$ cat config.mk
export PLATFORM = sky130hd
export DESIGN_NAME = of_ex_interlock_latch
export DESIGN_NICKNAME = d
export VERILOG_FILES = /design/src/rtl/of_ex_interlock_latch_pkg.sv /design/src/rtl/of_ex_interlock_latch_load_use.sv /design/src/rtl/of_ex_interlock_latch.sv
export SDC_FILE = /design/constraint.sdc
export NUM_CORES = 1
export LEC_CHECK = 0
export CORE_UTILIZATION = 45
export DETAILED_ROUTE_END_ITERATION = 10
export PLACE_DENSITY = 0.93
export SLEW_MARGIN = 0
export SYNTH_ARGS = -nofsm -noshare
export SYNTH_HDL_FRONTEND = slang
export SYNTH_SLANG_ARGS = --single-unit
$ cat constraint.sdc
create_clock -name clk -period 2.9 [get_ports clk]
set_clock_uncertainty 0.05 [all_clocks]
set_input_delay 0.29 -clock clk [delete_from_list [all_inputs] [get_ports clk]]
set_output_delay 0.29 -clock clk [all_outputs]
set_load 0.02 [all_outputs]
$ cat src/rtl/of_ex_interlock_latch_pkg.sv
// Shared SimpleRisc definitions: opcodes, instruction field positions and
// the OF/EX interlock state type, used by the latch, forwarding and decode.
package of_ex_interlock_latch_pkg;

  localparam logic [4:0] OP_ADD  = 5'b00000;
  localparam logic [4:0] OP_SUB  = 5'b00001;
  localparam logic [4:0] OP_MUL  = 5'b00010;
  localparam logic [4:0] OP_DIV  = 5'b00011;
  localparam logic [4:0] OP_MOD  = 5'b00100;
  localparam logic [4:0] OP_CMP  = 5'b00101;
  localparam logic [4:0] OP_AND  = 5'b00110;
  localparam logic [4:0] OP_OR   = 5'b00111;
  localparam logic [4:0] OP_NOT  = 5'b01000;
  localparam logic [4:0] OP_MOV  = 5'b01001;
  localparam logic [4:0] OP_LSL  = 5'b01010;
  localparam logic [4:0] OP_LSR  = 5'b01011;
  localparam logic [4:0] OP_ASR  = 5'b01100;
  localparam logic [4:0] OP_NOP  = 5'b01101;
  localparam logic [4:0] OP_LD   = 5'b01110;
  localparam logic [4:0] OP_ST   = 5'b01111;
  localparam logic [4:0] OP_BEQ  = 5'b10000;
  localparam logic [4:0] OP_BGT  = 5'b10001;
  localparam logic [4:0] OP_B    = 5'b10010;
  localparam logic [4:0] OP_CALL = 5'b10011;
  localparam logic [4:0] OP_RET  = 5'b10100;

  localparam logic [31:0] NOP_INSTR = 32'h6800_0000;
  localparam logic [3:0]  RA_REG    = 4'hF;

  localparam int OPC_LO  = 27;
  localparam int IMM_BIT = 26;
  localparam int RD_LO   = 22;
  localparam int RS1_LO  = 18;
  localparam int RS2_LO  = 14;

  typedef enum logic [1:0] {
    ST_RUN    = 2'd0,
    ST_BUBBLE = 2'd1,
    ST_HOLD   = 2'd2
  } fsm_state_e;

  function automatic logic [4:0] opcode_of(input logic [31:0] instr);
    return instr[OPC_LO +: 5];
  endfunction

  function automatic logic [3:0] rd_of(input logic [31:0] instr);
    return instr[RD_LO +: 4];
  endfunction

  function automatic logic [3:0] rs1_of(input logic [31:0] instr);
    return instr[RS1_LO +: 4];
  endfunction

  function automatic logic [3:0] rs2_of(input logic [31:0] instr);
    return instr[RS2_LO +: 4];
  endfunction

endpackage

$ cat src/rtl/of_ex_interlock_latch_load_use.sv
// Combinational load-use detector: flags an OF instruction that reads the
// destination of the ld currently sitting in EX.
module load_use_detector
  import of_ex_interlock_latch_pkg::*;
(
  input  logic [31:0] ex_instr,
  input  logic [31:0] of_instr,
  output logic        load_use
);

  logic [4:0] of_op;
  logic [3:0] ld_rd;
  logic       uses_rs1;
  logic       uses_rs2;
  logic       uses_rd;
  logic       uses_ra;
  logic       unused_bits;

  assign unused_bits = ^{ex_instr[IMM_BIT:0], of_instr[RS2_LO-1:0]};

  // Decode which registers the OF instruction reads, then match against ld rd.
  always_comb begin
    of_op    = opcode_of(of_instr);
    ld_rd    = rd_of(ex_instr);
    uses_rs1 = !(of_op inside {OP_NOP, OP_B, OP_BEQ, OP_BGT, OP_CALL, OP_MOV, OP_NOT});
    uses_rs2 = !of_instr[IMM_BIT] &&
               !(of_op inside {OP_NOP, OP_B, OP_BEQ, OP_BGT, OP_CALL, OP_RET,
                               OP_LD, OP_MOV, OP_NOT});
    uses_rd  = (of_op == OP_ST);
    uses_ra  = (of_op == OP_RET);
    if (opcode_of(ex_instr) == OP_LD) begin
      load_use = (uses_rs1 && (rs1_of(of_instr) == ld_rd)) ||
                 (uses_rs2 && (rs2_of(of_instr) == ld_rd)) ||
                 (uses_rd  && (rd_of(of_instr)  == ld_rd)) ||
                 (uses_ra  && (RA_REG           == ld_rd));
    end else begin
      load_use = 1'b0;
    end
  end

endmodule

$ cat src/rtl/of_ex_interlock_latch.sv
// OF/EX pipeline latch with load-use bubble insertion, branch squash and
// multicycle-EX hold, plus saturating bubble/squash counters.
module of_ex_interlock_latch
  import of_ex_interlock_latch_pkg::*;
#(
  parameter int          DATA_W    = 32,
  parameter logic [31:0] NOP_INSTR = 32'h6800_0000,
  parameter int          CNT_W     = 16
) (
  input  logic              clk,
  input  logic              rst_n,
  input  logic [31:0]       of_instr,
  input  logic [DATA_W-1:0] of_pc,
  input  logic [DATA_W-1:0] of_op1,
  input  logic [DATA_W-1:0] of_op2,
  input  logic              branch_taken,
  input  logic              ex_busy,
  output logic [31:0]       ex_instr,
  output logic [DATA_W-1:0] ex_pc,
  output logic [DATA_W-1:0] ex_op1,
  output logic [DATA_W-1:0] ex_op2,
  output logic              stall_of,
  output logic              flush_of,
  output logic [CNT_W-1:0]  stall_count,
  output logic [CNT_W-1:0]  flush_count
);

  localparam logic [CNT_W-1:0] CNT_MAX = {CNT_W{1'b1}};
  localparam logic [CNT_W-1:0] CNT_ONE = {{(CNT_W-1){1'b0}}, 1'b1};

  fsm_state_e state_r;
  logic       load_use_raw;
  logic       load_use;

  load_use_detector u_load_use (
    .ex_instr (ex_instr),
    .of_instr (of_instr),
    .load_use (load_use_raw)
  );

  // In BUBBLE the EX slot already holds a nop, so a re-fire is impossible.
  assign load_use = load_use_raw && (state_r != ST_BUBBLE);

  // Interlock controls seen by IF/OF in the current cycle.
  always_comb begin
    flush_of = branch_taken;
    if (branch_taken) begin
      stall_of = 1'b0;
    end else begin
      stall_of = ex_busy || load_use;
    end
  end

  // EX latch, interlock state and counters in priority order.
  always_ff @(posedge clk or negedge rst_n) begin
    if (!rst_n) begin
      ex_instr    <= NOP_INSTR;
      ex_pc       <= '0;
      ex_op1      <= '0;
      ex_op2      <= '0;
      stall_count <= '0;
      flush_count <= '0;
      state_r     <= ST_RUN;
    end else if (branch_taken) begin
      ex_instr <= NOP_INSTR;
      ex_pc    <= '0;
      ex_op1   <= '0;
      ex_op2   <= '0;
      state_r  <= ST_RUN;
      if (flush_count != CNT_MAX) begin
        flush_count <= flush_count + CNT_ONE;
      end
    end else if (ex_busy) begin
      state_r <= ST_HOLD;
    end else if (load_use) begin
      ex_instr <= NOP_INSTR;
      ex_pc    <= '0;
      ex_op1   <= '0;
      ex_op2   <= '0;
      state_r  <= ST_BUBBLE;
      if (stall_count != CNT_MAX) begin
        stall_count <= stall_count + CNT_ONE;
      end
    end else begin
      ex_instr <= of_instr;
      ex_pc    <= of_pc;
      ex_op1   <= of_op1;
      ex_op2   <= of_op2;
      state_r  <= ST_RUN;
    end
  end

endmodule

==> impl_metrics.py, run 1 <==
metrics = {
    "run_status": {
        "outcome": "completed",
    },
    "clock_tree": {
        "tritoncts_num_sinks": 162,
        "clk-insertion-delay-late_ps": 420,
        "cts.path.max_buffers": 2,
        "cts_max_level": 4,
        "post-cts-setup-buffers": 0,
        "cts_buffers": 17,
        "path_clk_slew_ps": 60,
        "clock_tree_from_tritoncts": "built",
        "clock_tree.root_cell": "sky130_fd_sc_hd__clkbuf_16",
    },
    "global_routing": {
        "grt_first_pass_wirelength_um": 29000,
        "grt_antenna_before_repair": 0,
        "grt-ovfl-total": 0,
        "via_count_of_the_first_global_routing_pass": 5377,
        "maximum_number_of_pins_on_one_net_before_global_route_repair": 79,
        "aggregate_global_route_resource_usage": 0.263,
    },
    "yosys": {
        "syn-mean-instance-area_um2": 13.8,
        "synth_cell_type_count": 41,
        "synth_sequential_area_ratio": 0.640,
        "synthesis.area_um2": 6340,
        "synthTopCellsByCount": "159 x sky130_fd_sc_hd__dfrtp_1, 125 x sky130_fd_sc_hd__a22o_1, 23 x sky130_fd_sc_hd__xnor2_1",
        "flop_and_latch_count_out_of_synthesis": 162,
        "synth_async_sr_flop_share": 1.00,
        "top_reg_cell_synth": "sky130_fd_sc_hd__dfrtp_1",
        "netlist_instances": 461,
        "ys.warnings.count": 0,
        "number_of_synthesized_flops_with_an_enable_pin": 0,
        "yosysMostFrequentCell": "sky130_fd_sc_hd__dfrtp_1",
        "share_of_the_synthesized_area_in_the_top_cell_type": 0.627,
        "syn-num-nets": 595,
        "ys_top_cells_by_area": "sky130_fd_sc_hd__dfrtp_1 63%, sky130_fd_sc_hd__a22o_1 17%, sky130_fd_sc_hd__xnor2_1 3.2%",
        "synth_largest_area_cell": "sky130_fd_sc_hd__dfrtp_1",
    },
    "place": {
        "hpwlAfterDp_um": 13100,
        "place_inst": 918,
        "finalWeightedCongestion": 0.861,
        "port_buffers": 293,
    },
    "final_layout": {
        "finalNetCount": 892,
        "multi_input_area_um2": 2100,
        "num-fill-cells": 850,
        "ant_diodes": 0,
        "final_layout_size_suffix_gt1_frac": 0.0791,
        "layout.cells.non_filler": 951,
        "layout.area.seq_um2": 4060,
        "area_growth_pct": 59.1,
    },
    "min_path": {
        "hold_class": "input pin to async pin",
    },
    "worst_setup_path": {
        "rr_endpoint": "stall_count[12]",
        "reg2reg_depth": 8,
        "critical_path.slowest_cell": "sky130_fd_sc_hd__dfrtp_1",
        "crit_path_start_kind": "register",
        "startpoint": "ex_instr[22]",
        "crit_path_cell_trace": "xor2_1 > nor4_1 > buf_4 > nand2_1 > a31oi_4 > nor2_1 > nor2_1 > dlygate4sd2_1",
        "timing_worst_setup_path_type": "register to primary output",
        "setup.worst_path.end_class": "primary output",
        "r2r_start": "ex_instr[22]",
        "worstPathRequired_ps": 2560,
        "critical_path.max_fanout": 6,
        "cp.arrival_ps": 2350,
        "crit_path_max_incr_delay_ps": 480,
        "crit_top_cell": "sky130_fd_sc_hd__nor2_1",
        "timing.critical_path.to": "stall_of",
        "worst-r2r-setup-slack_ps": 460,
    },
    "timing": {
        "worst_hold_slack_ps": 412,
        "max-slew-margin-rel": 0.529,
        "fin_crit_sh": 0.927,
        "timing.fmax_mhz": 372,
        "report.final.hold_viol_count": 0,
        "setup_total_negative_slack_ps": 0,
        "grt_setup_unrepaired": "false",
        "slew_violations": 0,
        "worstMarginPinSlew_ps": 707,
        "setup_viol_count_final": 0,
        "layout_min_cycle_time_ps": 2690,
    },
    "job": {
        "drv.max_cap_violation_count": 0,
    },
    "route": {
        "vias_per_cell": 5.58,
        "route.detailed.wl_per_inst_um": 19.5,
        "via_count": 5308,
        "first_iter_violations": 361,
        "firstDrtPassIters": 4,
        "drt_wl_total_um": 18600,
        "drtAntennaViolNets": 0,
        "drt_drc_violations_left": 0,
    },
    "floorplan": {
        "start_util": 0.459,
        "io_pins": 294,
        "fp.dieW_um": 121,
        "rows": 43,
        "die_height_um": 121,
        "core_area_um2": 13800,
        "die_area_um2": 14600,
    },
    "power_and_ir_drop": {
        "leakage_component_of_the_power_uw": 0.00444,
        "power_uw": 5960,
        "pwr_density_cell_nw_per_um2": 591,
        "vdd.ir_drop.worst_mv": 0.367,
    },
}
[per-stage QoR]
stage                      util  area, um^2  worst slack [ps]
after floorplan               -        6340               841
after global placement    0.684        9460              77.2
after detailed placement  0.684        9460               108
after CTS                 0.730       10100               204
after global routing      0.730       10100               110
final                     0.730       10100               213
[power breakdown]
group / internal, uW / total (uW) / switching (uW)
Clock: 1430 / 2340 / 916
Sequential: 2410 / 2560 / 145
Combinational: 558 / 1060 / 500
Total: 4400 / 5960 / 1560
[layout make-up]
class,instances,share of cell area
Clock buffer,21,0.0466
Clock inverter,11,0.0150
Inverter,4,0.00161
Multi-Input combinational cell,265,0.208
Sequential cell,162,0.402
Tap cell,180,0.0223
Timing Repair Buffer,308,0.304
[worst max-delay path, delay by kind of cell (launching register included)]
kind,cells,cell delay (ps)
and+or+nand+nor,4,560
buffers and inverters,2,510
DFF,1,480
xor gates and xnor gates,1,200
AOI/OAI and AO/OA,1,190
[cell usage in the layout, fill, tap and decap left out, types with 4 or more instances in the layout]
cell type                         count
sky130_fd_sc_hd__xnor2_1             23
sky130_fd_sc_hd__a22o_1             125
sky130_fd_sc_hd__dfrtp_1            159
sky130_fd_sc_hd__nor2_1               9
sky130_fd_sc_hd__buf_4               12
sky130_fd_sc_hd__clkbuf_16           17
sky130_fd_sc_hd__nor3_1               6
sky130_fd_sc_hd__and3_1               6
sky130_fd_sc_hd__clkinvlp_4           4
sky130_fd_sc_hd__nand3_1             16
sky130_fd_sc_hd__xor2_1              18
sky130_fd_sc_hd__nand2_1             13
sky130_fd_sc_hd__clkdlybuf4s50_1    291
sky130_fd_sc_hd__o32a_1               4
sky130_fd_sc_hd__nand4_1             12
[registers in the layout, summed over array words and instances (netlist names)]
name	count
ex_op2	32
ex_op1	32
ex_pc	32
state_r	2
stall_count	16
ex_instr	32
flush_count	16
[how the worst min path moves through the flow]
stage	startpoint	to	slack (ps)
2_1_floorplan	rst_n	ex_instr[0]	-60
3_3_place_gp	rst_n	flush_count[10]	300
3_5_place_dp	rst_n	flush_count[13]	310
4_1_cts	of_pc[13]	ex_pc[13]	400
5_1_grt	of_pc[13]	ex_pc[13]	410
6_report	rst_n	flush_count[7]	410
[layer usage]
layer / share of wire / track usage / up-vias
met1: 0.40 / 0.323 / 2661
met5: 0 / 0 / -
li1: - / - / 2323
met3: 0.055 / 0.0538 / 57
met2: 0.51 / 0.440 / 267
met4: 0.039 / 0.132 / 0
[repair_timing]
| action | in CTS | in global routing |
|---|---|---|
| resized for setup | 1 | 0 |
| endpoints found under the setup margin | 1 | 0 |
| hold endpoints to repair | 73 | 0 |
| hold buffers | 1 | 0 |
[cell families after synthesis]
family	after synthesis	share of synthesized area
AO/OA/AOI/OAI	137	0.192
XOR/XNOR	41	0.0566
adder cells (fa/ha/maj)	2	0.00394
buffers and inverters	34	0.0300
flip-flops	162	0.640
multiplexers	3	0.00533
AND/OR/NAND/NOR	82	0.0730
Note: power is estimated with default switching activity, not from simulation.
==> run 2, diff against run 1 <==
Settings changed: CORE_UTILIZATION 45 to 41, PLACE_DENSITY 0.93 to 0.87.
Clock period 2.9 ns to 2.77 ns, I/O delays scaled along.
==> impl_metrics.py, run 2 (synthesized netlist as in run 1, its figures left out) <==
metrics = {
    "run_status": {
        "outcome": "completed",
    },
    "timing": {
        "setup_viol_count_final": 0,
        "setup_total_negative_slack_ps": 0,
        "layout_min_cycle_time_ps": 2610,
        "max-slew-margin-rel": 0.550,
        "fin_crit_sh": 0.944,
        "worstMarginPinSlew_ps": 668,
        "grt_setup_unrepaired": "false",
        "report.final.hold_viol_count": 0,
        "timing.fmax_mhz": 383,
        "slew_violations": 0,
        "worst_hold_slack_ps": 305,
    },
    "route": {
        "vias_per_cell": 5.48,
        "drt_drc_violations_left": 0,
        "route.detailed.wl_per_inst_um": 18.9,
        "drtAntennaViolNets": 0,
        "via_count": 5275,
        "firstDrtPassIters": 5,
        "drt_wl_total_um": 18200,
        "first_iter_violations": 309,
    },
    "global_routing": {
        "grt_antenna_before_repair": 0,
        "maximum_number_of_pins_on_one_net_before_global_route_repair": 89,
        "grt-ovfl-total": 0,
        "via_count_of_the_first_global_routing_pass": 5514,
        "aggregate_global_route_resource_usage": 0.236,
        "grt_first_pass_wirelength_um": 29200,
    },
    "clock_tree": {
        "cts_buffers": 17,
        "tritoncts_num_sinks": 162,
        "cts.path.max_buffers": 2,
        "path_clk_slew_ps": 60,
        "clock_tree.root_cell": "sky130_fd_sc_hd__clkbuf_16",
        "post-cts-setup-buffers": 0,
        "clk-insertion-delay-late_ps": 420,
        "cts_max_level": 4,
        "clock_tree_from_tritoncts": "built",
    },
    "power_and_ir_drop": {
        "vdd.ir_drop.worst_mv": 0.407,
        "pwr_density_cell_nw_per_um2": 612,
        "leakage_component_of_the_power_uw": 0.00447,
        "power_uw": 6210,
    },
    "final_layout": {
        "area_growth_pct": 60.1,
        "multi_input_area_um2": 2100,
        "final_layout_size_suffix_gt1_frac": 0.0839,
        "ant_diodes": 0,
        "layout.area.seq_um2": 4060,
        "utilization": 0.671,
        "mostFrequentLayoutCell": "sky130_fd_sc_hd__clkdlybuf4s50_1",
        "finalNetCount": 897,
        "most-common-layout-cells": "291 x sky130_fd_sc_hd__clkdlybuf4s50_1, 159 x sky130_fd_sc_hd__dfrtp_1, 125 x sky130_fd_sc_hd__a22o_1",
        "num-fill-cells": 1022,
    },
    "worst_setup_path": {
        "worstPathRequired_ps": 2440,
        "critical_path.max_fanout": 5,
        "setup.worst_path.end_class": "primary output",
        "timing_worst_setup_path_type": "register to primary output",
        "cp.arrival_ps": 2290,
        "crit_path_start_kind": "register",
    },
    "place": {
        "port_buffers": 293,
        "hpwlAfterDp_um": 13000,
        "finalWeightedCongestion": 0.844,
    },
    "floorplan": {
        "core_area_um2": 15100,
        "rows": 45,
        "die_area_um2": 16000,
        "start_util": 0.419,
        "die_height_um": 126,
        "io_pins": 294,
        "fp.dieW_um": 126,
    },
    "job": {
        "drv.max_cap_violation_count": 0,
    },
    "min_path": {
        "hold_class": "input pin to async pin",
    },
}
==> run 2: changes by cell type in the layout (fill, tap and decap cells not counted), sizes merged <==
cell	previous run	this run
buf	15	20
clkinvlp	4	3
clkdlybuf4s15	0	1
inv	5	6
clkbuf	21	20
dlygate4sd2	1	0
==> run 2: repair_timing <==
action,in CTS,in global routing
endpoints found under the hold margin,42,0
resized for setup,1,1
hold buffers,1,0
endpoints found under the setup margin,1,1
==> run 2: layer usage <==
metal  share of wire  global-route usage
met1            0.40               0.288
met2            0.51               0.394
met3           0.062              0.0679
met4           0.028              0.0999
met5               0                   0
==> run 2: layout make-up <==
class | count | share of cell area
clock buffers | 20 | 0.0450
inverters | 4 | 0.00172
well taps | 188 | 0.0232
flip-flops and latches | 162 | 0.399
clock inverters | 11 | 0.0150
repair buffers | 313 | 0.309
multi-input cells | 265 | 0.207
==> run 2: metrics by stage <==
stage / std cells / cell area, um^2 / setup slack [ps]
after floorplan: 461 / 6340 / 711
after global placement: 931 / 9540 / 65.2
after detailed placement: 931 / 9540 / 12.6
after CTS: 963 / 10200 / 94.2
after global routing: 963 / 10200 / 30.1
final: 963 / 10200 / 156
==> run 2: critical path, stage by stage, from the launching register on <==
cell	delay [ps]
sky130_fd_sc_hd__dfrtp_1	420
sky130_fd_sc_hd__buf_4	180
sky130_fd_sc_hd__xnor2_1	190
sky130_fd_sc_hd__nand4_1	160
sky130_fd_sc_hd__o21a_1	270
sky130_fd_sc_hd__a31oi_4	210
sky130_fd_sc_hd__nor2_1	60
sky130_fd_sc_hd__nor2_1	90
sky130_fd_sc_hd__clkdlybuf4s15_1	310
==> run 2: path summary, 6_finish.rpt <==
path	cells past startpoint	slack (ps)	from	end
worst max-delay path	8	160	ex_instr[25]	stall_of
worst min-delay path	2	310	rst_n	stall_count[8]
worst max register to register	9	480	ex_instr[24]	stall_count[10]
worst min register to register	1	440	flush_count[13]	flush_count[13]
max in group asynchronous	3	1560	rst_n	ex_op1[10]
min in group clk	2	400	of_pc[24]	ex_pc[24]
==> run 2: report_power, final <==
part	total, uW	internal, uW	switching, uW
logic	1110	591	520
registers	2670	2530	145
clock network	2430	1470	961
total	6210	4590	1630
==> run 3, diff against run 2 <==
Settings changed: CORE_UTILIZATION 41 to 47, DONT_BUFFER_PORTS set to 1, PLACE_DENSITY 0.87 to 0.69, SLEW_MARGIN 0 to not set.
==> impl_metrics.py, run 3 (synthesized netlist as in run 1, its figures left out) <==
metrics = {
    "power_and_ir_drop": {
        "power.sequential.fraction": 0.517,
        "switching_share": 0.271,
        "power_uw": 5620,
        "leakage_component_of_the_power_uw": 0.00381,
        "vdd.ir_drop.worst_mv": 0.372,
        "power_switching_uw": 1520,
        "portion_of_total_power_attributed_to_combinational_logic": 0.081,
        "pwr_density_cell_nw_per_um2": 675,
        "cellInternalPower_uw": 4100,
        "clkPwrFrac": 0.402,
    },
    "route": {
        "first_iter_violations": 435,
        "met1_routed_wirelength_after_detailed_routing_um": 6690,
        "vias_per_cell": 6.03,
        "firstDrtPassIters": 5,
        "via_count": 4647,
        "drtAntennaViolNets": 0,
        "route.detailed.wl_per_inst_um": 21.6,
        "drt_drc_violations_left": 0,
        "met2_length_um": 8350,
        "routed.top_layer": "met4",
        "wl_met3_um": 1270,
        "drt_wl_total_um": 16700,
    },
    "clock_tree": {
        "tritoncts_num_sinks": 162,
        "clock_tree_from_tritoncts": "built",
        "path_clk_slew_ps": 60,
        "hold_buffers": 128,
        "cts_buffers": 17,
        "clk-insertion-delay-late_ps": 410,
        "clock_tree.root_cell": "sky130_fd_sc_hd__clkbuf_16",
        "cts.path.max_buffers": 2,
        "cts_max_level": 4,
        "post-cts-setup-buffers": 0,
    },
    "timing": {
        "worstMarginPinSlew_ps": 686,
        "layout_min_cycle_time_ps": 2620,
        "grt_setup_unrepaired": "false",
        "worst_hold_slack_ps": -494,
        "fin_crit_sh": 0.944,
        "max-slew-margin-rel": 0.543,
        "setup_total_negative_slack_ps": 0,
        "slew_violations": 0,
        "setup_viol_count_final": 0,
        "timing.fmax_mhz": 382,
        "report.final.hold_viol_count": 162,
    },
    "job": {
        "drv.max_cap_violation_count": 0,
    },
    "global_routing": {
        "grt_antenna_before_repair": 0,
        "aggregate_global_route_resource_usage": 0.246,
        "grt_first_pass_wirelength_um": 26600,
        "grt-ovfl-total": 0,
        "maximum_number_of_pins_on_one_net_before_global_route_repair": 163,
        "via_count_of_the_first_global_routing_pass": 4698,
    },
    "worst_setup_path": {
        "timing_worst_setup_path_type": "register to primary output",
        "critical_path.slowest_cell": "sky130_fd_sc_hd__dfrtp_1",
        "critical_path.max_fanout": 6,
        "crit_path_cell_trace": "xor2_1 > nor4_2 > nand2_1 > a31oi_4 > nor2_1 > nor2_2",
        "setup.worst_path.end_class": "primary output",
        "crit_path_start_kind": "register",
        "worst-r2r-setup-slack_ps": 290,
        "crit_path_max_incr_delay_ps": 540,
        "worstPathRequired_ps": 2440,
        "cp.arrival_ps": 2290,
    },
    "final_layout": {
        "mostFrequentLayoutCell": "sky130_fd_sc_hd__dfrtp_1",
        "ant_diodes": 0,
        "area_growth_pct": 31.2,
        "final_layout_size_suffix_gt1_frac": 0.0924,
        "most-common-layout-cells": "158 x sky130_fd_sc_hd__dfrtp_1, 128 x sky130_fd_sc_hd__dlygate4sd3_1, 125 x sky130_fd_sc_hd__a22o_1",
        "finalNetCount": 716,
    },
    "run_status": {
        "outcome": "finished, violations left",
        "violations": "hold timing",
    },
    "floorplan": {
        "core_area_um2": 13200,
        "start_util": 0.481,
        "die_height_um": 118,
        "fp.dieW_um": 118,
        "io_pins": 294,
        "rows": 42,
        "die_area_um2": 14000,
    },
    "place": {
        "hpwlAfterDp_um": 9710,
        "finalWeightedCongestion": 0.832,
        "port_buffers": 0,
    },
    "min_path": {
        "hold_class": "input pin to async pin",
    },
}
[run 3: path summary, 6_finish.rpt]
path                         startpoint         endpoint  cells after the start
hold reg to reg            ex_instr[27]     ex_instr[27]                      1
setup / recovery           ex_instr[22]         stall_of                      6
hold / removal                    rst_n  flush_count[12]                      0
max in group asynchronous         rst_n        ex_pc[19]                      0
setup reg to reg           ex_instr[22]   stall_count[7]                      6
min in group clk                ex_busy     ex_instr[27]                      2
[run 3: cell type report]
cell class	instances	area [um^2]
inverter	4	17.5
tap	176	220
clock buffer	19	453
clock inverter	13	124
sequential	162	4060
fill	932	4870
multi-input combinational	265	2110
timing repair buffer	132	1340
[run 3: through the flow]
step                instance area (um^2)  worst slack (ps)   util  instances
finish                              8320               155  0.631        771
global route                        8320              14.6  0.631        771
CTS                                 8310              11.4  0.630        771
detailed placement                  6450               221  0.489        611
global placement                    6450               262  0.489        611
floorplan                           6340               711      -        461
[run 3: what timing repair did]
| item | 4_1_cts | 5_1_grt |
|---|---|---|
| gates resized for setup | 1 | 3 |
| endpoints found under the setup margin | 1 | 1 |
| hold endpoints to repair | 290 | 162 |
[run 3: routing by layer]
metal | GRT usage | vias up
met1 | 0.312 | 2393
met5 | 0 | -
met3 | 0.0753 | 29
met2 | 0.397 | 250
li1 | - | 1975
met4 | 0.0929 | 0
[run 3: worst max-delay path, delay by kind of cell, from the launching register on]
family / cells / cell delay, ps
AOI/OAI and AO/OA: 1 / 300
xor gates and xnor gates: 1 / 240
DFF: 1 / 540
and+or+nand+nor: 4 / 800
[run 3: power groups by stage]
stage,logic (uW),registers [uW],clock network (uW)
2_1_floorplan,262,2880,0
3_3_place_gp,282,2930,0
3_5_place_dp,297,2940,0
4_1_cts,444,2900,2300
5_1_grt,499,2920,2420
6_report,458,2900,2260
